## config.mk

```make
export PLATFORM = sky130hd
export DESIGN_NAME = linear_mac_engine
export DESIGN_NICKNAME = d
export VERILOG_FILES = /design/src/rtl/aegnn_pkg.sv /design/src/rtl/linear_mac_lane.sv /design/src/rtl/linear_mac_engine.sv
export SDC_FILE = /design/constraint.sdc
export NUM_CORES = 1
export LEC_CHECK = 0
export ABC_CLOCK_PERIOD_IN_PS = 6400
export BUFFER_PORTS_ARGS = -buffer_cell sky130_fd_sc_hd__buf_4
export CAP_MARGIN = 0
export CORE_AREA = 2 2 155 194
export CTS_CLUSTER_DIAMETER = 60
export CTS_CLUSTER_SIZE = 8
export DETAILED_ROUTE_END_ITERATION = 7
export DIE_AREA = 0 0 157 196
export PLACE_DENSITY = 0.59
export SYNTH_ARGS = -nofsm -noshare
export SYNTH_HDL_FRONTEND = slang
export SYNTH_HIERARCHICAL = 1
export SYNTH_SLANG_ARGS = --single-unit
```

## constraint.sdc

```tcl
create_clock -name clk -period 6.4 [get_ports clk]
set_input_delay 0.64 -clock clk [delete_from_list [all_inputs] [get_ports clk]]
set_output_delay 0.64 -clock clk [all_outputs]
set_load 0.01 [all_outputs]
```

## src/rtl/aegnn_pkg.sv

```systemverilog
// Shared types and widths for the aegnn inference pipeline.
//   FC_W_WIDTH     : signed weight width of the fully-connected weight ROM
//   FC_X_WIDTH     : signed feature width entering the fully-connected stage
//   linear_state_e : control states of linear_mac_engine
package aegnn_pkg;

    localparam int FC_W_WIDTH = 8;
    localparam int FC_X_WIDTH = 8;

    typedef enum logic [1:0] {
        ACC,
        FLUSH,
        OUT
    } linear_state_e;

endpackage

```

## src/rtl/linear_mac_lane.sv

```systemverilog
// One output channel of the fully-connected layer: signed multiply plus accumulator.
// Ports:
//   clk, rst : clock, asynchronous active-high reset
//   clr      : synchronous clear of the accumulator (takes priority over en)
//   en       : add x*w into the accumulator this cycle
//   x, w     : signed feature and signed weight
//   acc      : signed accumulator value
module linear_mac_lane
    import aegnn_pkg::*;
#(
    parameter int ACC_WIDTH = 18
) (
    input  logic                         clk,
    input  logic                         rst,
    input  logic                         clr,
    input  logic                         en,
    input  logic signed [FC_X_WIDTH-1:0] x,
    input  logic signed [FC_W_WIDTH-1:0] w,
    output logic signed [ACC_WIDTH-1:0]  acc
);

    localparam int PROD_WIDTH = FC_X_WIDTH + FC_W_WIDTH;

    logic signed [PROD_WIDTH-1:0] prod;
    logic signed [ACC_WIDTH-1:0]  prod_ext;

    assign prod     = x * w;
    // Signed size cast sign-extends; the accumulator is wide enough that no frame overflows.
    assign prod_ext = ACC_WIDTH'(prod);

    always_ff @(posedge clk or posedge rst) begin
        if (rst) begin
            acc <= '0;
        end else if (clr) begin
            acc <= '0;
        end else if (en) begin
            acc <= acc + prod_ext;
        end
    end

endmodule

```

## src/rtl/linear_mac_engine.sv

```systemverilog
// Fully-connected layer compute stage. Streams FC_IN_C features, reads one weight ROM row
// per accepted feature (1-cycle ROM latency) and accumulates FC_OUT_C signed dot products,
// then presents the result vector on a valid/ready output.
// Ports:
//   clk, rst             : clock, asynchronous active-high reset
//   s_valid/s_ready      : feature stream handshake, s_data is the signed feature
//   rd_en/w_idx          : weight ROM read enable and row index
//   fc_w                 : ROM row, lane k at fc_w[k*FC_W_WIDTH +: FC_W_WIDTH]
//   out_valid/out_ready  : result handshake
//   out_data             : lane k accumulator at out_data[k*FC_ACC_WIDTH +: FC_ACC_WIDTH]
module linear_mac_engine
    import aegnn_pkg::*;
#(
    parameter  int FC_IN_C       = 1792,
    parameter  int FC_OUT_C      = 2,
    localparam int FC_IN_C_WIDTH = $clog2(FC_IN_C),
    localparam int FC_ACC_WIDTH  = FC_W_WIDTH + FC_X_WIDTH + FC_IN_C_WIDTH
) (
    input  logic                             clk,
    input  logic                             rst,
    input  logic                             s_valid,
    output logic                             s_ready,
    input  logic [FC_X_WIDTH-1:0]            s_data,
    output logic                             rd_en,
    output logic [FC_IN_C_WIDTH-1:0]         w_idx,
    input  logic [FC_OUT_C*FC_W_WIDTH-1:0]   fc_w,
    output logic                             out_valid,
    input  logic                             out_ready,
    output logic [FC_OUT_C*FC_ACC_WIDTH-1:0] out_data
);

    localparam logic [FC_IN_C_WIDTH-1:0] LAST_IDX = FC_IN_C_WIDTH'(FC_IN_C - 1);

    linear_state_e                  state;
    logic [FC_IN_C_WIDTH-1:0]       idx;
    logic signed [FC_X_WIDTH-1:0]   x_d;
    logic                           p_v;
    logic                           accept;
    logic                           clr;

    logic signed [FC_ACC_WIDTH-1:0] acc [FC_OUT_C];

    // Inputs are ignored while reset is held, so no ROM read is issued during reset.
    assign accept = s_valid & s_ready & ~rst;
    assign rd_en  = accept;
    assign w_idx  = idx;
    assign clr    = out_valid & out_ready;

    always_ff @(posedge clk or posedge rst) begin
        if (rst) begin
            state     <= ACC;
            idx       <= '0;
            x_d       <= '0;
            p_v       <= 1'b0;
            s_ready   <= 1'b1;
            out_valid <= 1'b0;
        end else begin
            // p_v marks the cycle in which the ROM row for the previous accept arrives.
            p_v <= accept;
            if (accept) begin
                x_d <= s_data;
                idx <= (idx == LAST_IDX) ? '0 : idx + FC_IN_C_WIDTH'(1);
            end

            case (state)
                ACC: begin
                    if (accept && idx == LAST_IDX) begin
                        state   <= FLUSH;
                        s_ready <= 1'b0;
                    end
                end
                FLUSH: begin
                    state     <= OUT;
                    out_valid <= 1'b1;
                end
                OUT: begin
                    if (out_ready) begin
                        state     <= ACC;
                        out_valid <= 1'b0;
                        s_ready   <= 1'b1;
                    end
                end
                default: begin
                    state     <= ACC;
                    out_valid <= 1'b0;
                    s_ready   <= 1'b1;
                end
            endcase
        end
    end

    for (genvar k = 0; k < FC_OUT_C; k++) begin : g_lane
        linear_mac_lane #(
            .ACC_WIDTH(FC_ACC_WIDTH)
        ) u_lane (
            .clk (clk),
            .rst (rst),
            .clr (clr),
            .en  (p_v),
            .x   (x_d),
            .w   (fc_w[k*FC_W_WIDTH +: FC_W_WIDTH]),
            .acc (acc[k])
        );

        assign out_data[k*FC_ACC_WIDTH +: FC_ACC_WIDTH] = acc[k];
    end

endmodule

```

# Word-level counts from Yosys, hierarchy flattened
# Index checks and enable logic that the tools add are counted.
# totals
ff_bits	78
latchBits	0
mem_bits_rw	0
romBits	0
in_bits	28
output_inout_bits	68
elab_cells	43
n_memories	0
# classes
add_sub_neg	3
n_mul	2
n_div	0
magnitude_cmp	0
eq_ne	5
shifts	0
muxes	13
n_bitwise	6
reduce_logical	6
# ops
operator	count
2-to-1 mux 27 bit	4
adder 27 x 16 -> 27 bit	2
multiplier 8 x 8 -> 16 bit	2
adder 11 x 1 -> 11 bit, second input constant	1
equality test 11 bit, second input constant	1
2-to-1 mux 11 bit	1
case mux 1 bit (3 select lines)	2
case mux 2 bit (3 select lines)	1
2-to-1 mux 2 bit	2
!= test 2 bit, second input constant	2
AND reduction 2 bit	2
AND 1 bit	3
2-to-1 mux 1 bit	3
NOT 1 bit	3
AND reduction 3 bit	1
equality test 2 x 1 -> 1 bit, second input constant	1
equality test 2 bit, second input constant	1
zero test 2 bit	1
nonzero test 2 bit	1
logical AND 1 bit	1

# Depth between registers and ports, before layout
# depth
depth_word	5
ltp_mapped	19
mapped_depth_nobuf	18

# By module
# The synthesis kept the hierarchy.
# modules_own_cells
mod	n_inst	cells_per_inst	area_per_inst_um2	seq_area_each_um2
linear_mac_lane (g_lane[0].u_lane)	1	578	5854.4	675.6
linear_mac_lane (g_lane[1].u_lane)	1	547	5644.2	675.6
linear_mac_engine	1	105	1064.8	601.8

# Worst setup path after synthesis
# Ideal clock, no wire load.
# synth_path
kind	input port to flip-flop
from	input fc_w[1]
to	register g_lane[0].u_lane.acc[17]
setup_time_ns	0.122
arrival_ns	5.785
t_required_ns	6.278
slack_ns	0.493
cell_stages	14
n_path_buf	1
path_cell_list	clkbuf_1 -> and2_1 -> fa_1 -> fa_1 -> fa_1 -> fa_1 -> ha_1 -> ha_1 -> a21oi_1 -> o21ai_0 -> nor2b_1 -> o41a_1 -> or3_1 -> a32o_1
# synth_between
elab_chain_len	4
# synth_lines
element	line	source
start: declaration	linear_mac_engine.sv:26	input logic [FC_OUT_C*FC_W_WIDTH-1:0] fc_w,
multiplier 8 x 8 -> 16 bit	linear_mac_lane.sv:27	assign prod = x * w;
adder 27 x 16 -> 27 bit	linear_mac_lane.sv:37	acc <= acc + prod_ext;
2-to-1 mux 27 bit	linear_mac_lane.sv:36	end else if (en) begin
2-to-1 mux 27 bit	linear_mac_lane.sv:34	end else if (clr) begin
end signal: assignment	linear_mac_lane.sv:37	
end: declaration	linear_mac_lane.sv:19	output logic signed [ACC_WIDTH-1:0] acc
# No other way between the ends. The select of a mux whose other input is x is not followed.
# A chain may end at the register's enable or synchronous reset.

# Worst setup path in the final report
# layout_path
from	register x_d[7]
to	register g_lane[0].u_lane.acc[20]
# layout_between
elab_chain_len	4
# layout_lines
element	line	source
start: declaration	linear_mac_engine.sv:36	logic signed [FC_X_WIDTH-1:0] x_d;
start signal: assignment	linear_mac_engine.sv:61	x_d <= s_data;
multiplier 8 x 8 -> 16 bit	linear_mac_lane.sv:27	
adder 27 x 16 -> 27 bit	linear_mac_lane.sv:37	
2-to-1 mux 27 bit	linear_mac_lane.sv:36	
2-to-1 mux 27 bit	linear_mac_lane.sv:34	
# No other way between the ends. The select of a mux whose other input is x is not followed.

==> results.sh <==
export IMPL_rsz0062_at_grt="false"
export IMPL_row_count=70
export IMPL_setup_viol=0
export IMPL_ys_types=81
export IMPL_cts_root_buf="clkbuf_16"
export IMPL_clockBufferDepth=2
export IMPL_track_usage=0.198
export IMPL_relSlewSlack=0.243
export IMPL_synth_most_common_cell="fa_1"
export IMPL_fp_dieH_um=196
export IMPL_skew_ps=13.7
export IMPL_cts_sinks=78
export IMPL_drc=0
export IMPL_numCtsBuffers=9
export IMPL_slew_violations=0
export IMPL_synth_top_area_cell="fa_1"
export IMPL_cts_tree="done"
export IMPL_cp_max_fo=17
export IMPL_routed_wirelength_um=28100
export IMPL_reg2regPathDepth=15
export IMPL_worst_pin_slew_ps=1130
export IMPL_die_w_um=157
export IMPL_drtIter0Drc=297
export IMPL_hpwl_um=23900
export IMPL_synthArstFlopShare=1.00
export IMPL_htreeDepth=3
export IMPL_synth_seq_cells=78
export IMPL_diodes=0
export IMPL_fin_crit_ps=5950
export IMPL_yosysSeqAreaShare=0.155
export IMPL_postCtsSetupBuffers=0
export IMPL_synth_edff_count=0
export IMPL_dr_total_vias=8830
export IMPL_worst_setup_path_type="reg -> reg"
export IMPL_fmax_mhz=168
export IMPL_hold_path_class="in -> async"
export IMPL_end_kind="register"
export IMPL_r2r_end="g_lane[0].u_lane/acc[20]$_DFFE_PP0P_"
export IMPL_core_um2=29000
export IMPL_syn_nets=1611
export IMPL_cts_resized=0
export IMPL_path_clk_slew_ps=70
export IMPL_portBuffers=95
export IMPL_start_kind="register"
export IMPL_gp_congestion=0.875
export IMPL_syn_inst=1230
export IMPL_timing_final_crit_share=0.930
export IMPL_clock_latency_ps=360
export IMPL_synth_area_um2=12600
export IMPL_synth_main_ff_cell="dfrtp_1"
export IMPL_synth_top_area_frac=0.370
export IMPL_critical_path_required_ps=6650
export IMPL_stdcell_count=1731
export IMPL_synth_commonest_cells="fa_1, inv_1, ha_1"
export IMPL_viasPerCell=5.10
export IMPL_hold_buffers=0
export IMPL_area_growth_synth_to_final_pct=12.2
export IMPL_rrSetupSlack_ps=450
export IMPL_ant_nets=0
export IMPL_wire_per_inst_um=16.3
export IMPL_fp_dieArea_um2=30800
export IMPL_first_pass_iters=4
export IMPL_ys_top_cells_by_area="fa_1, dfrtp_1, ha_1"
export IMPL_status="complete, no violations"
export IMPL_yosys_warnings=6
export IMPL_drive_gt1_frac=0.114
export IMPL_antenna_found_initial=0
export IMPL_hold_viol=0
export IMPL_r2r_start="x_d[7]$_DFFE_PP0P_"
export IMPL_dp_cells=1715
export IMPL_layout_nets=1711
export IMPL_fin_tns_setup_ps=0
export IMPL_first_global_vias=9614
export IMPL_grt_ovfl_total=0
export IMPL_fillers=2678
export IMPL_grt_pass1_wl_um=48300
export IMPL_arrival_ps=6200
export IMPL_postSynthAreaPerCell_um2=10.2
export IMPL_grt_max_degree=34
export IMPL_ios=96
export IMPL_initial_utilization=0.433
export IMPL_maxCapViolCount=0
worst max-delay path: stages (launching register included):
cell	delay, ps
dfrtp_1	670
nand2_1	240
inv_1	120
fa_1	470
inv_1	240
fa_1	480
inv_1	390
fa_1	510
fa_1	490
ha_1	310
ha_1	410
nand4_1	230
a211oi_1	580
o211ai_1	230
and3b_1	230
o31ai_1	260
worst max-delay path by stage:
stage	cells after the start	start	to	slack [ps]
final	15	x_d[7]$_DFFE_PP0P_	g_lane[0].u_lane/acc[20]$_DFFE_PP0P_	450
after global routing	16	x_d[7]$_DFFE_PP0P_	g_lane[0].u_lane/acc[24]$_DFFE_PP0P_	70
after CTS	15	x_d[7]$_DFFE_PP0P_	g_lane[0].u_lane/acc[20]$_DFFE_PP0P_	420
after detailed placement	16	fc_w[2]	g_lane[0].u_lane/acc[20]$_DFFE_PP0P_	420
after global placement	16	fc_w[2]	g_lane[0].u_lane/acc[20]$_DFFE_PP0P_	440
after floorplan	14	fc_w[1]	g_lane[0].u_lane/acc[17]$_DFFE_PP0P_	490
registers in the layout, indices dropped and copies added, names as in the netlist:
name	flops
s_ready	1
x_d	8
state	2
g_lane.u_lane/acc	54
w_idx	11
out_valid	1
p_v	1
per-layer routing:
metal,global-route usage,routed length (um)
met5,0,0
met4,0.0625,627
met3,0.0216,953
met2,0.340,14200
met1,0.263,12300
final cells by class:
type | count | area [um^2] | share of cell area
inverter | 201 | 754 | 0.0535
tap | 396 | 495 | 0.0351
clock buffer | 13 | 270 | 0.0192
multi-input combinational | 929 | 9770 | 0.693
sequential | 78 | 1950 | 0.139
clock inverter | 3 | 17.5 | 0.00124
timing repair buffer | 111 | 833 | 0.0591
cells by family (layout without fill, tap and decap cells):
family	count (synthesis)	count (layout)	share of synthesized area
adders and majority gates	353	353	0.490
and+or+nand+nor	334	334	0.134
xor gates and xnor gates	43	43	0.0300
DFF	78	78	0.155
buffers and inverters	223	328	0.0667
muxes	31	31	0.0250
AOI/OAI and AO/OA	168	168	0.0986
through the flow:
stage | instance area (um^2) | util | hold WS, ps | setup slack (ps)
floorplan | 12600 | - | 457 | 493
global placement | 13800 | 0.476 | 477 | 438
detailed placement | 13800 | 0.476 | 481 | 417
CTS | 14100 | 0.486 | 404 | 422
global route | 14100 | 0.486 | 455 | 72.7
finish | 14100 | 0.486 | 401 | 448
cells in the final DEF, fill, tap and decap left out, types with 4 or more instances in the layout:
| cell | Yosys | routed |
|---|---|---|
| a211oi_1 | 11 | 11 |
| nand2_1 | 105 | 105 |
| o22ai_1 | 4 | 4 |
| o21ai_0 | 19 | 19 |
| xor2_1 | 12 | 12 |
| nor2_1 | 73 | 73 |
| buf_4 | 0 | 111 |
| inv_1 | 199 | 199 |
| xnor2_1 | 31 | 31 |
| nand2b_1 | 5 | 5 |
| fa_1 | 232 | 232 |
| clkbuf_16 | 0 | 9 |
| and3_1 | 8 | 8 |
| dfrtp_1 | 77 | 76 |
| nor2b_1 | 8 | 8 |
| nand4_1 | 9 | 9 |
| o211ai_1 | 9 | 9 |
| ha_1 | 121 | 121 |
| o21a_1 | 10 | 10 |
| or3_1 | 8 | 8 |
| nand3_1 | 14 | 14 |
| a211o_1 | 4 | 4 |
| nor3_1 | 9 | 9 |
| mux2i_1 | 28 | 28 |
| o21bai_1 | 4 | 4 |
| a21oi_1 | 38 | 38 |
| and2_1 | 70 | 69 |
| o31ai_1 | 8 | 8 |
| a21o_1 | 14 | 14 |
| o21ai_1 | 4 | 4 |
Power is not shown: default switching activity piles up to over one toggle a cycle in this logic, so the estimate is an artifact.
